$ cat src/rtl/mini_glyph_pkg.sv
// Shared constants and state encoding for the mini glyph loader.
package mini_glyph_pkg;
    localparam int GLYPH_BYTES  = 32;
    localparam int GLYPH_BITS   = 256;
    localparam int ROW_BITS     = 16;
    localparam int GLYPH_ADDR_W = 4;

    typedef enum logic [1:0] {
        ST_IDLE  = 2'd0,
        ST_LOAD  = 2'd1,
        ST_WRITE = 2'd2
    } glyph_state_t;
endpackage

$ cat src/rtl/glyph_byte_packer.sv
// Byte shift register and byte counter: packs a glyph MSB byte first.
module glyph_byte_packer #(
    parameter int BYTES = 32
) (
    input  logic               clk,
    input  logic               rst,
    input  logic               i_clear,
    input  logic               i_shift,
    input  logic [7:0]         i_byte,
    output logic [8*BYTES-1:0] o_word,
    output logic               o_last_byte
);
    localparam int CNT_W = $clog2(BYTES);

    logic [8*BYTES-1:0] r_shreg;
    logic [CNT_W-1:0]   r_byte_cnt;

    always_ff @(posedge clk) begin
        if (rst) begin
            r_shreg    <= '0;
            r_byte_cnt <= '0;
        end else begin
            if (i_shift) begin
                r_shreg <= {r_shreg[8*BYTES-9:0], i_byte};
            end
            if (i_clear) begin
                r_byte_cnt <= '0;
            end else if (i_shift) begin
                r_byte_cnt <= r_byte_cnt + CNT_W'(1);
            end
        end
    end

    assign o_word      = r_shreg;
    assign o_last_byte = (r_byte_cnt == CNT_W'(BYTES - 1));
endmodule

$ cat src/rtl/mini_glyph_loader.sv
// Streams bytes from the SoC into 256-bit glyph words and writes them to the
// mini character store, one glyph or a run up to the last index.
//
//  state    | meaning
//  ST_IDLE  | waiting for a load command
//  ST_LOAD  | accepting bytes of the current glyph
//  ST_WRITE | one-cycle write of the packed glyph
module mini_glyph_loader #(
    parameter int ADDR_W      = mini_glyph_pkg::GLYPH_ADDR_W,
    parameter int GLYPH_BYTES = mini_glyph_pkg::GLYPH_BYTES
) (
    input  logic                     clk,
    input  logic                     rst,
    input  logic                     cmd_valid,
    output logic                     cmd_ready,
    input  logic [ADDR_W-1:0]        cmd_idx,
    input  logic                     cmd_bulk,
    input  logic                     in_valid,
    output logic                     in_ready,
    input  logic [7:0]               in_data,
    input  logic                     abort,
    output logic                     wr_en,
    output logic [ADDR_W-1:0]        wr_addr,
    output logic [8*GLYPH_BYTES-1:0] wr_data,
    output logic                     busy,
    output logic                     done
);
    import mini_glyph_pkg::*;

    localparam logic [ADDR_W-1:0] LAST_IDX = '1;

    glyph_state_t             r_state;
    glyph_state_t             w_state_next;
    logic [ADDR_W-1:0]        r_cur_idx;
    logic                     r_bulk;
    logic [8*GLYPH_BYTES-1:0] r_wr_data;
    logic [8*GLYPH_BYTES-1:0] w_word;
    logic                     w_last_byte;
    logic                     w_cmd_fire;
    logic                     w_in_fire;
    logic                     w_advance;
    logic                     w_more;

    glyph_byte_packer #(
        .BYTES (GLYPH_BYTES)
    ) u_packer (
        .clk         (clk),
        .rst         (rst),
        .i_clear     (w_cmd_fire | w_advance),
        .i_shift     (w_in_fire),
        .i_byte      (in_data),
        .o_word      (w_word),
        .o_last_byte (w_last_byte)
    );

    assign cmd_ready = (r_state == ST_IDLE) && !rst;
    assign in_ready  = (r_state == ST_LOAD) && !rst;
    assign busy      = (r_state != ST_IDLE);
    assign wr_en     = (r_state == ST_WRITE);
    assign wr_addr   = r_cur_idx;
    assign w_in_fire = in_valid && in_ready;
    assign w_more    = r_bulk && (r_cur_idx != LAST_IDX);
    // The shift register is stable during WRITE; outside it the last written word is held.
    assign wr_data   = wr_en ? w_word : r_wr_data;
    assign done      = wr_en && !w_more && !abort;

    always_comb begin
        w_state_next = r_state;
        w_cmd_fire   = 1'b0;
        w_advance    = 1'b0;
        case (r_state)
            ST_IDLE: begin
                if (cmd_valid && cmd_ready && !abort) begin
                    w_cmd_fire   = 1'b1;
                    w_state_next = ST_LOAD;
                end
            end
            ST_LOAD: begin
                if (abort) begin
                    w_state_next = ST_IDLE;
                end else if (w_in_fire && w_last_byte) begin
                    w_state_next = ST_WRITE;
                end
            end
            ST_WRITE: begin
                if (!abort && w_more) begin
                    w_advance    = 1'b1;
                    w_state_next = ST_LOAD;
                end else begin
                    w_state_next = ST_IDLE;
                end
            end
            default: w_state_next = ST_IDLE;
        endcase
    end

    always_ff @(posedge clk) begin
        if (rst) begin
            r_state   <= ST_IDLE;
            r_cur_idx <= '0;
            r_bulk    <= 1'b0;
            r_wr_data <= '0;
        end else begin
            r_state <= w_state_next;
            if (w_cmd_fire) begin
                r_cur_idx <= cmd_idx;
                r_bulk    <= cmd_bulk;
            end else if (w_advance) begin
                r_cur_idx <= r_cur_idx + ADDR_W'(1);
            end
            if (wr_en) begin
                r_wr_data <= w_word;
            end
        end
    end
endmodule

$ cat config.mk
export PLATFORM = sky130hd
export DESIGN_NAME = mini_glyph_loader
export DESIGN_NICKNAME = d
export VERILOG_FILES = /design/src/rtl/mini_glyph_pkg.sv /design/src/rtl/glyph_byte_packer.sv /design/src/rtl/mini_glyph_loader.sv
export SDC_FILE = /design/constraint.sdc
export NUM_CORES = 1
export LEC_CHECK = 0
export CAP_MARGIN = 20
export CORE_UTILIZATION = 35
export DETAILED_ROUTE_END_ITERATION = 7
export PLACE_DENSITY = 0.6
export SYNTH_ARGS = -nofsm -noshare
export SYNTH_HDL_FRONTEND = slang
export SYNTH_SLANG_ARGS = --single-unit
export TNS_END_PERCENT = 30
$ cat constraint.sdc
create_clock -name clk -period 3.4 [get_ports clk]
set_input_delay 0.51 -clock clk [delete_from_list [all_inputs] [get_ports clk]]
set_output_delay 0.51 -clock clk [all_outputs]
set_load 0.02 [all_outputs]
Yosys cells after proc, flatten, opt, wreduce, memory -nomap -nowiden
Index checks and enable logic that the tools add are counted.
- register bits after elaboration: 524
- input bits: 18
- output and inout bits: 265
- logic and storage cells: 45
- $add $sub $neg: 2
- equality and inequality tests: 6
- multiplexer cells: 12
- bitwise logic cells: 1
- reduce and logical (&&, ||, !) cells: 18
- operators by type and width (operator ; number):
    256-bit 2-to-1 mux ; 1
    1-bit logical AND ; 10
    4-bit 2-to-1 mux ; 2
    2-bit 2-to-1 mux ; 3
    2-bit one-hot mux with 3 select lines ; 1
    5-bit by 1-bit adder with 5-bit output (second input constant) ; 1
    5-bit == test (second input constant) ; 1
    1-bit 2-to-1 mux ; 5
    4-bit by 1-bit adder with 4-bit output (second input constant) ; 1
    4-bit inequality test (second input constant) ; 1
    2-bit nonzero test ; 2
    1-bit zero test ; 3
    3-bit by 2-bit inequality test with 1-bit output (second input constant) ; 1
    2-bit by 1-bit == test with 1-bit output (second input constant) ; 1
    2-bit == test (second input constant) ; 1
    2-bit zero test ; 1
    2-bit by 1-bit inequality test with 1-bit output (second input constant) ; 1
    2-bit AND reduction ; 1
    2-bit OR reduction ; 1
    1-bit bitwise OR ; 1

Logic depth before layout (Yosys ltp)
Gate-level depths: netlist of run 1.
- depth after elaboration: 8
- mapped depth: 7
- gate-level depth less buffers: 7

Modules after synthesis
A second synthesis of run 1 with hierarchy kept.
- cells, all modules: 2266
- area total of the unflattened synthesis: 19578.8 µm²
- by module, submodules not included (module ; instances ; cells each ; area each (µm²) ; seq. area each (µm²)):
    mini_glyph_loader ; 1 ; 1418 ; 10288.6 ; 5265.0
    glyph_byte_packer ; 1 ; 848 ; 9290.2 ; 5225.0

Worst setup path before layout of run 1
No wires, ideal clock.
- path type: in2out
- from: input port rst
- to: output port in_ready
- arrival: 1505 ps
- required time: 2890 ps
- slack: 1385 ps
- stages on the path: 4
- buffers on the path: 3
- cell sequence: buf_2 buf_2 buf_2 nor3b_1
- cells in the longest elaborated chain, start to end: 2
- ends and longest elaborated chain (element ; RTL line ; text):
    from (decl) ; mini_glyph_loader.sv:13 ; input logic rst,
    1-bit zero test ; mini_glyph_loader.sv:57 ; assign in_ready = (r_state == ST_LOAD) && !rst;
    1-bit logical AND ; mini_glyph_loader.sv:57 ;
    to (decl) ; mini_glyph_loader.sv:19 ; output logic in_ready,
Every way passes these cells.

Worst setup path after layout of run 1
- from: register r_state[0]
- to: output port wr_data[13]
- cells in the longest elaborated chain, start to end: 2
- ends and longest elaborated chain (element ; RTL line ; text):
    from (decl) ; mini_glyph_loader.sv:32 ; glyph_state_t r_state;
    from (signal assigned) ; mini_glyph_loader.sv:104 ; r_state <= w_state_next;
    2-bit == test ; mini_glyph_loader.sv:59 ; assign wr_en = (r_state == ST_WRITE);
    256-bit 2-to-1 mux ; -- ;
    to (decl) ; mini_glyph_loader.sv:24 ; output logic [8*GLYPH_BYTES-1:0] wr_data,
Every way passes these cells.

==> impl_results.rst, run 1 <==
.. list-table::
   :header-rows: 1

   * - Metric
     - Value
   * - Outcome
     - complete, no violations
   * - Horizontal extent of the die
     - 240 um
   * - End of the worst register-to-register path
     - u_packer.o_word[240]
   * - Cell family with most CP delay
     - buffers and inverters
   * - Final count of negative-setup-slack endpoints
     - 0
   * - Share of Yosys cell area claimed by the top area cell type
     - 53.1%
   * - Antenna Violating Nets Remaining
     - 0
   * - Most area-hungry cell type in the Yosys netlist
     - dfxtp_1
   * - Initial detailed-routing violation count
     - 985
   * - Slowest stage delay, CP
     - 620 ps
   * - Area post-placement
     - 0.0230 sq mm
   * - Fraction of the mapped netlist area in compound gates
     - 13.4%
   * - Average vias per placed instance
     - 4.72
   * - Most frequent cells after synthesis
     - nand2_1 (1031), dfxtp_1 (524), a21oi_1 (258)
   * - Clock insertion delay at the later pin of the skew report
     - 610 ps
   * - Mean routed wirelength per cell
     - 15.2 um
   * - Core area
     - 0.0554 sq mm
   * - Count of cells along the worst hold path
     - 2
   * - Hold Path Origin
     - rst
   * - WP data arrival
     - 2790 ps
   * - Synthesized-area fraction occupied by and/or/nand/nor cells
     - 28.5%
   * - Worst Setup End Kind
     - primary output
   * - Synthesized flop and latch total
     - 524
   * - Hold-fix buffers at CTS
     - 0
   * - Standard cell with the maximum stage delay on the critical path
     - clkdlybuf4s50_1
   * - I/O pins
     - 283
   * - RSZ-0062 raised after global routing
     - false
   * - Max Clk Rate
     - 303 MHz
   * - CP Depth
     - 6
   * - Power density of the placed cells
     - 496 mW/mm^2
   * - Number of global-route vias before repair
     - 15500
   * - Number of synthesized flops with an enable pin
     - 0
   * - Clock tree from TritonCTS
     - done
   * - Largest cells by area after synthesis
     - dfxtp_1 (53%), nand2_1 (20%), nand2b_1 (8.1%)
   * - Critical path class
     - reg -> out
   * - Final hold violation count
     - 0
   * - Worst vdd rail ir drop
     - 393 uV
   * - Beginning of the worst register-to-register path
     - r_state[0]
   * - Post-CTS Setup Bufs
     - 0
   * - Clock input transition at the sequential cells of the worst setup and hold paths
     - 60 ps
   * - Pre-Repair DR Iteration Count
     - 5
   * - Post-synthesis average cell area
     - 7.76 sq um
   * - Final design area excluding fillers
     - 0.0249 sq mm
   * - Clock Tree Root
     - clkbuf_16
   * - Weighted congestion at the end of routability-driven global placement
     - 0.808
   * - R2r setup slk
     - 1430 ps
   * - XOR/XNOR Fraction of Synth Area
     - 0.266%
   * - Required time of the critical path
     - 2890 ps
   * - Final antenna diode count
     - 0
   * - Total routing usage reported by global routing
     - 18.2%
   * - Flip-flop cell with the highest count after synthesis
     - dfxtp_1
   * - Area enclosed by the die boundary
     - 0.0574 sq mm
   * - Final number of max-transition violations
     - 0
   * - Sequence of cells on the critical path
     - nand2b_4 -> buf_16 -> buf_16 -> nand2_1 -> nand2_1 -> clkdlybuf4s50_1
   * - Initial antenna violation count
     - 1
   * - Area of the mapped netlist
     - 0.0198 sq mm
   * - TNS Setup
     - 0 ps
   * - DP HPWL
     - 34900 um
   * - Site row count
     - 86
   * - Total number of vias
     - 16700
   * - Adder-cell share of the synthesized area
     - 0.190%
   * - Cell depth of the worst flop-to-flop path
     - 4
   * - Fin nets
     - 2766
   * - Number of buffer cells added on primary ports
     - 282
   * - Post-Synthesis Cells
     - 2547
   * - Share of cell area taken by muxes after synthesis
     - 0.101%
   * - # clock sinks
     - 524
   * - Max-cap viol count
     - 0
   * - First-pass GRT wire length
     - 84000 um
   * - Cell leakage power
     - 9.86 nW
   * - Maximum number of pins on one net before global-route repair
     - 261
   * - Worst slew margin relative to its limit
     - 28.2%
   * - Detailed-route wire length
     - 53500 um
   * - Total congestion overflow after global routing
     - 0
   * - Main combinational cell family by area after synthesis
     - simple AND/OR/NAND/NOR gates
   * - Final period util
     - 97.0%
   * - Slew at the pin with the worst max-slew slack
     - 1080 ps
   * - Netlist cell types
     - 34
   * - Syn. warnings
     - 0
   * - Die extent in y
     - 240 um
   * - Max Root-Sink Buffers
     - 3
   * - DRC
     - 0
   * - Initial cell density of the core
     - 35.7%
   * - Most common cell in the synthesized netlist
     - nand2_1
   * - Category of the worst setup path launch point
     - flip-flop
   * - Hold-critical path endpoint
     - r_wr_data[149]
   * - Fraction of layout instances using a drive strength above 1
     - 4.31%
   * - H-tree level count
     - 2
   * - Share of synthesized area occupied by flip-flops and latches
     - 53.1%
   * - Crit path max fanout
     - 56
   * - Post-Synthesis Net Count
     - 2568
   * - Minimum period implied by the final worst setup slack
     - 3300 ps
   * - Async S/R FF share, synth
     - 0%
   * - Count of buffer and inverter cells on the critical path
     - 3
   * - Number of buffers added by the clock tree synthesis step
     - 58
   * - Class of the tightest hold or removal check
     - in -> reg
   * - Layout Skew
     - 19.0 ps
   * - Post-synthesis to final-layout area growth
     - 26.3%
## cells in the final DEF, fill, tap and decap left out, drive strengths merged, types with 5 or more instances in the layout
cell type,instances
nand2,1031
dfxtp,524
clkdlybuf4s50,278
a21oi,258
nand2b,257
o21ai,257
clkbuf,88
buf,28
nor2,11
clkinv,7
nand3,5
inv,5
## sequential cells by signal, summed over array words and instances (netlist names)
signal and cells:
r_state 2, r_bulk 1, u_packer.o_word 256, r_wr_data 256
u_packer.r_byte_cnt 5, wr_addr 4
## layout make-up
cell class / instances / area, sq um
clock inverters: 12 / 150
well taps: 748 / 936
multi-input cells: 1848 / 8420
repair buffers: 311 / 3280
fillers: 5501 / 30500
inverters: 2 / 23.8
clock buffers: 87 / 1650
flip-flops and latches: 524 / 10500
## logic make-up after synthesis
group,after synthesis
fa+ha+maj,3
buf+inv,175
compound gates,522
mux,2
xor+xnor,6
simple gates,1315
flops,524
## worst max path at each step
stage / from / slack, ps / to
2_1_floorplan: rst / 1380 / in_ready
3_3_place_gp: r_state[0] / 610 / wr_data[152]
3_5_place_dp: r_state[0] / 490 / wr_data[174]
4_1_cts: r_state[0] / 20 / wr_data[13]
5_1_grt: r_state[0] / 5 / wr_data[13]
6_report: r_state[0] / 100 / wr_data[13]
## where the power goes
part	leakage (nW)	internal, W	switching (W)
Clock	0.880	0.00349	0.00249
Sequential	4.22	0.00615	0.00000850
Combinational	4.77	0.0000957	0.000156
Total	9.86	0.00973	0.00265
## stage by stage
stage          utilization [%]  hold WS, ps  power (W)  instances  setup WS, ps
6_report                  45.0          288     0.0124       3532           101
5_1_grt                   45.0          280     0.0128       3532          4.85
4_1_cts                   44.9          253     0.0126       3531          19.6
3_5_place_dp              41.6          455    0.00654       3431           492
3_3_place_gp              41.6          450    0.00654       3431           608
2_1_floorplan                -          439    0.00647       2547          1380
## per-layer routing
layer  part of all wire, %  track usage [%]
met5                 0.024                0
met4                   1.9             5.11
met3                   4.4             3.16
met2                    46             28.9
met1                    48             25.1
## repair_timing
action                                  in CTS  in global routing
gates resized for setup                      3                  9
cloned                                       1                  1
endpoints found under the setup margin     111                 86
(Power assumes the default switching activity.)
==> run 2: changes to the inputs <==
--- a/config.mk
+++ b/config.mk
@@ -9,6 +9,7 @@
 export CORE_UTILIZATION = 35
 export DETAILED_ROUTE_END_ITERATION = 7
 export PLACE_DENSITY = 0.6
+export SETUP_SLACK_MARGIN = 0.1
 export SYNTH_ARGS = -nofsm -noshare
 export SYNTH_HDL_FRONTEND = slang
 export SYNTH_SLANG_ARGS = --single-unit
==> impl_results.rst, run 2 (synthesized netlist as in run 1, its figures left out) <==
.. list-table::
   :header-rows: 1

   * - Metric
     - Value
   * - Outcome
     - complete, no violations
   * - Final number of max-transition violations
     - 0
   * - Class of the tightest hold or removal check
     - in -> reg
   * - Clock insertion delay at the later pin of the skew report
     - 610 ps
   * - Total number of vias
     - 16700
   * - Clock Tree Root
     - clkbuf_16
   * - Total power after layout
     - 0.0124 W
   * - Detailed-route wire length
     - 54000 um
   * - WP data arrival
     - 2650 ps
   * - Fraction of met2 tracks used by global routing
     - 29.3%
   * - Critical path class
     - reg -> out
   * - RSZ-0062 raised after global routing
     - false
   * - Die extent in y
     - 240 um
   * - Cell family with most CP delay
     - buffers and inverters
   * - Final count of negative-setup-slack endpoints
     - 0
   * - Cell leakage power
     - 9.87 nW
   * - Site row count
     - 86
   * - Weighted congestion at the end of routability-driven global placement
     - 0.808
   * - Maximum number of pins on one net before global-route repair
     - 261
   * - # clock sinks
     - 524
   * - Fraction of layout instances using a drive strength above 1
     - 4.45%
   * - Layout Skew
     - 19.4 ps
   * - Antenna Violating Nets Remaining
     - 0
   * - Worst vdd rail ir drop
     - 393 uV
   * - Standard cell with the maximum stage delay on the critical path
     - clkdlybuf4s50_1
   * - Initial antenna violation count
     - 1
   * - Share of the core filled with cells in the final layout
     - 45.1%
   * - Count of buffer and inverter cells on the critical path
     - 3
   * - Power density of the placed cells
     - 495 mW/mm^2
   * - H-tree level count
     - 2
   * - Average vias per placed instance
     - 4.72
   * - Clock input transition at the sequential cells of the worst setup and hold paths
     - 60 ps
   * - Initial detailed-routing violation count
     - 1025
   * - Post-synthesis to final-layout area growth
     - 26.6%
   * - Initial cell density of the core
     - 35.7%
   * - Met3 routing resource usage after global routing
     - 3.12%
   * - Max-cap viol count
     - 0
   * - Fin nets
     - 2769
   * - Final period util
     - 93.1%
   * - TNS Setup
     - 0 ps
   * - Horizontal extent of the die
     - 240 um
   * - Required time of the critical path
     - 2890 ps
   * - Most common cell after layout, fill and taps aside
     - nand2_1
   * - Crit path max fanout
     - 28
   * - Number of buffer cells added on primary ports
     - 282
   * - Max Clk Rate
     - 316 MHz
   * - Pre-Repair DR Iteration Count
     - 5
   * - DP HPWL
     - 34900 um
   * - Most frequent CP cell
     - nand2_1
   * - Hold-fix buffers at CTS
     - 0
   * - Category of the worst setup path launch point
     - flip-flop
   * - Total routing usage reported by global routing
     - 18.4%
   * - Number of buffers added by the clock tree synthesis step
     - 58
   * - Total congestion overflow after global routing
     - 0
   * - Clock tree from TritonCTS
     - done
   * - Core area
     - 0.0554 sq mm
   * - DRC
     - 0
   * - Slowest stage delay, CP
     - 600 ps
   * - Max Root-Sink Buffers
     - 3
   * - Mean routed wirelength per cell
     - 15.3 um
   * - Slew at the pin with the worst max-slew slack
     - 1100 ps
   * - Final antenna diode count
     - 0
   * - Top Usage Layer GRT
     - met2
   * - First-pass GRT wire length
     - 84600 um
   * - Met1 usage
     - 25.4%
   * - I/O pins
     - 283
   * - Final hold violation count
     - 0
   * - Area enclosed by the die boundary
     - 0.0574 sq mm
   * - Worst Setup End Kind
     - primary output
   * - Worst slew margin relative to its limit
     - 26.4%
   * - Minimum period implied by the final worst setup slack
     - 3160 ps
   * - Number of global-route vias before repair
     - 15600
   * - Sequence of cells on the critical path
     - nand2b_4 -> buf_16 -> bufbuf_16 -> nand2_1 -> nand2_1 -> clkdlybuf4s50_1
   * - Commonest non-fill, non-tap cells in the layout
     - nand2_1 (1031), dfxtp_1 (522), clkdlybuf4s50_1 (279)
-- run 2: cell count changes in the layout (fill, tap and decap cells not counted) --
cell,previous run,this run
dlymetal6s2s_1,3,0
buf_8,1,2
buf_4,12,13
buf_6,3,2
clkdlybuf4s50_1,278,279
dlygate4sd2_1,0,2
bufbuf_16,1,3
dfxtp_1,523,522
dfxtp_2,1,2
-- run 2: cell type report --
cell class / count / area (sq um)
fill: 5493 / 30400
sequential: 524 / 10500
multi-input combinational: 1848 / 8420
timing repair buffer: 314 / 3350
clock buffer: 87 / 1650
tap: 748 / 936
clock inverter: 12 / 150
inverter: 2 / 23.8
-- run 2: timing repair --
action                     CTS  global route
setup endpoints to repair  201           181
gates resized for setup     10             3
cloned                       3             1
buffers inserted             0             1
-- run 2: final timing paths --
| check | slack [ps] | startpoint | end | cells after the start |
|---|---|---|---|---|
| max | 240 | r_state[0] | wr_data[42] | 6 |
| min | 290 | rst | r_wr_data[149] | 2 |
| max reg2reg | 1440 | r_state[1] | u_packer.o_word[193] | 4 |
| min reg2reg | 460 | r_wr_data[210] | r_wr_data[210] | 2 |
-- run 2: power by group --
part / internal, W / switching [W]
logic: 0.0000958 / 0.000156
registers: 0.00615 / 0.00000850
clock network: 0.00349 / 0.00250
-- run 2: stage by stage --
stage / instance area (sq um) / hold WS, ps / setup WS [ps] / std cells
after global placement: 23000 / 450 / 608 / 3431
after floorplan: 19800 / 439 / 1380 / 2547
after detailed placement: 23000 / 455 / 492 / 3431
final: 25000 / 289 / 236 / 3535
after global routing: 25000 / 280 / 124 / 3535
after CTS: 25000 / 253 / 69.1 / 3533
-- run 2: worst register-to-register path, cell delays in order, from the launching register on --
cell and delay, ps:
dfxtp_2 370, nor4bb_4 350, buf_12 350, buf_4 530, o21ai_0 220
-- run 2: routing by layer --
metal  wire length, um  vias to the layer above
li1                  -                     8560
met1             25700                     7723
met2             24900                      334
met3              2430                       63
met4               921                        2
met5                13                        -
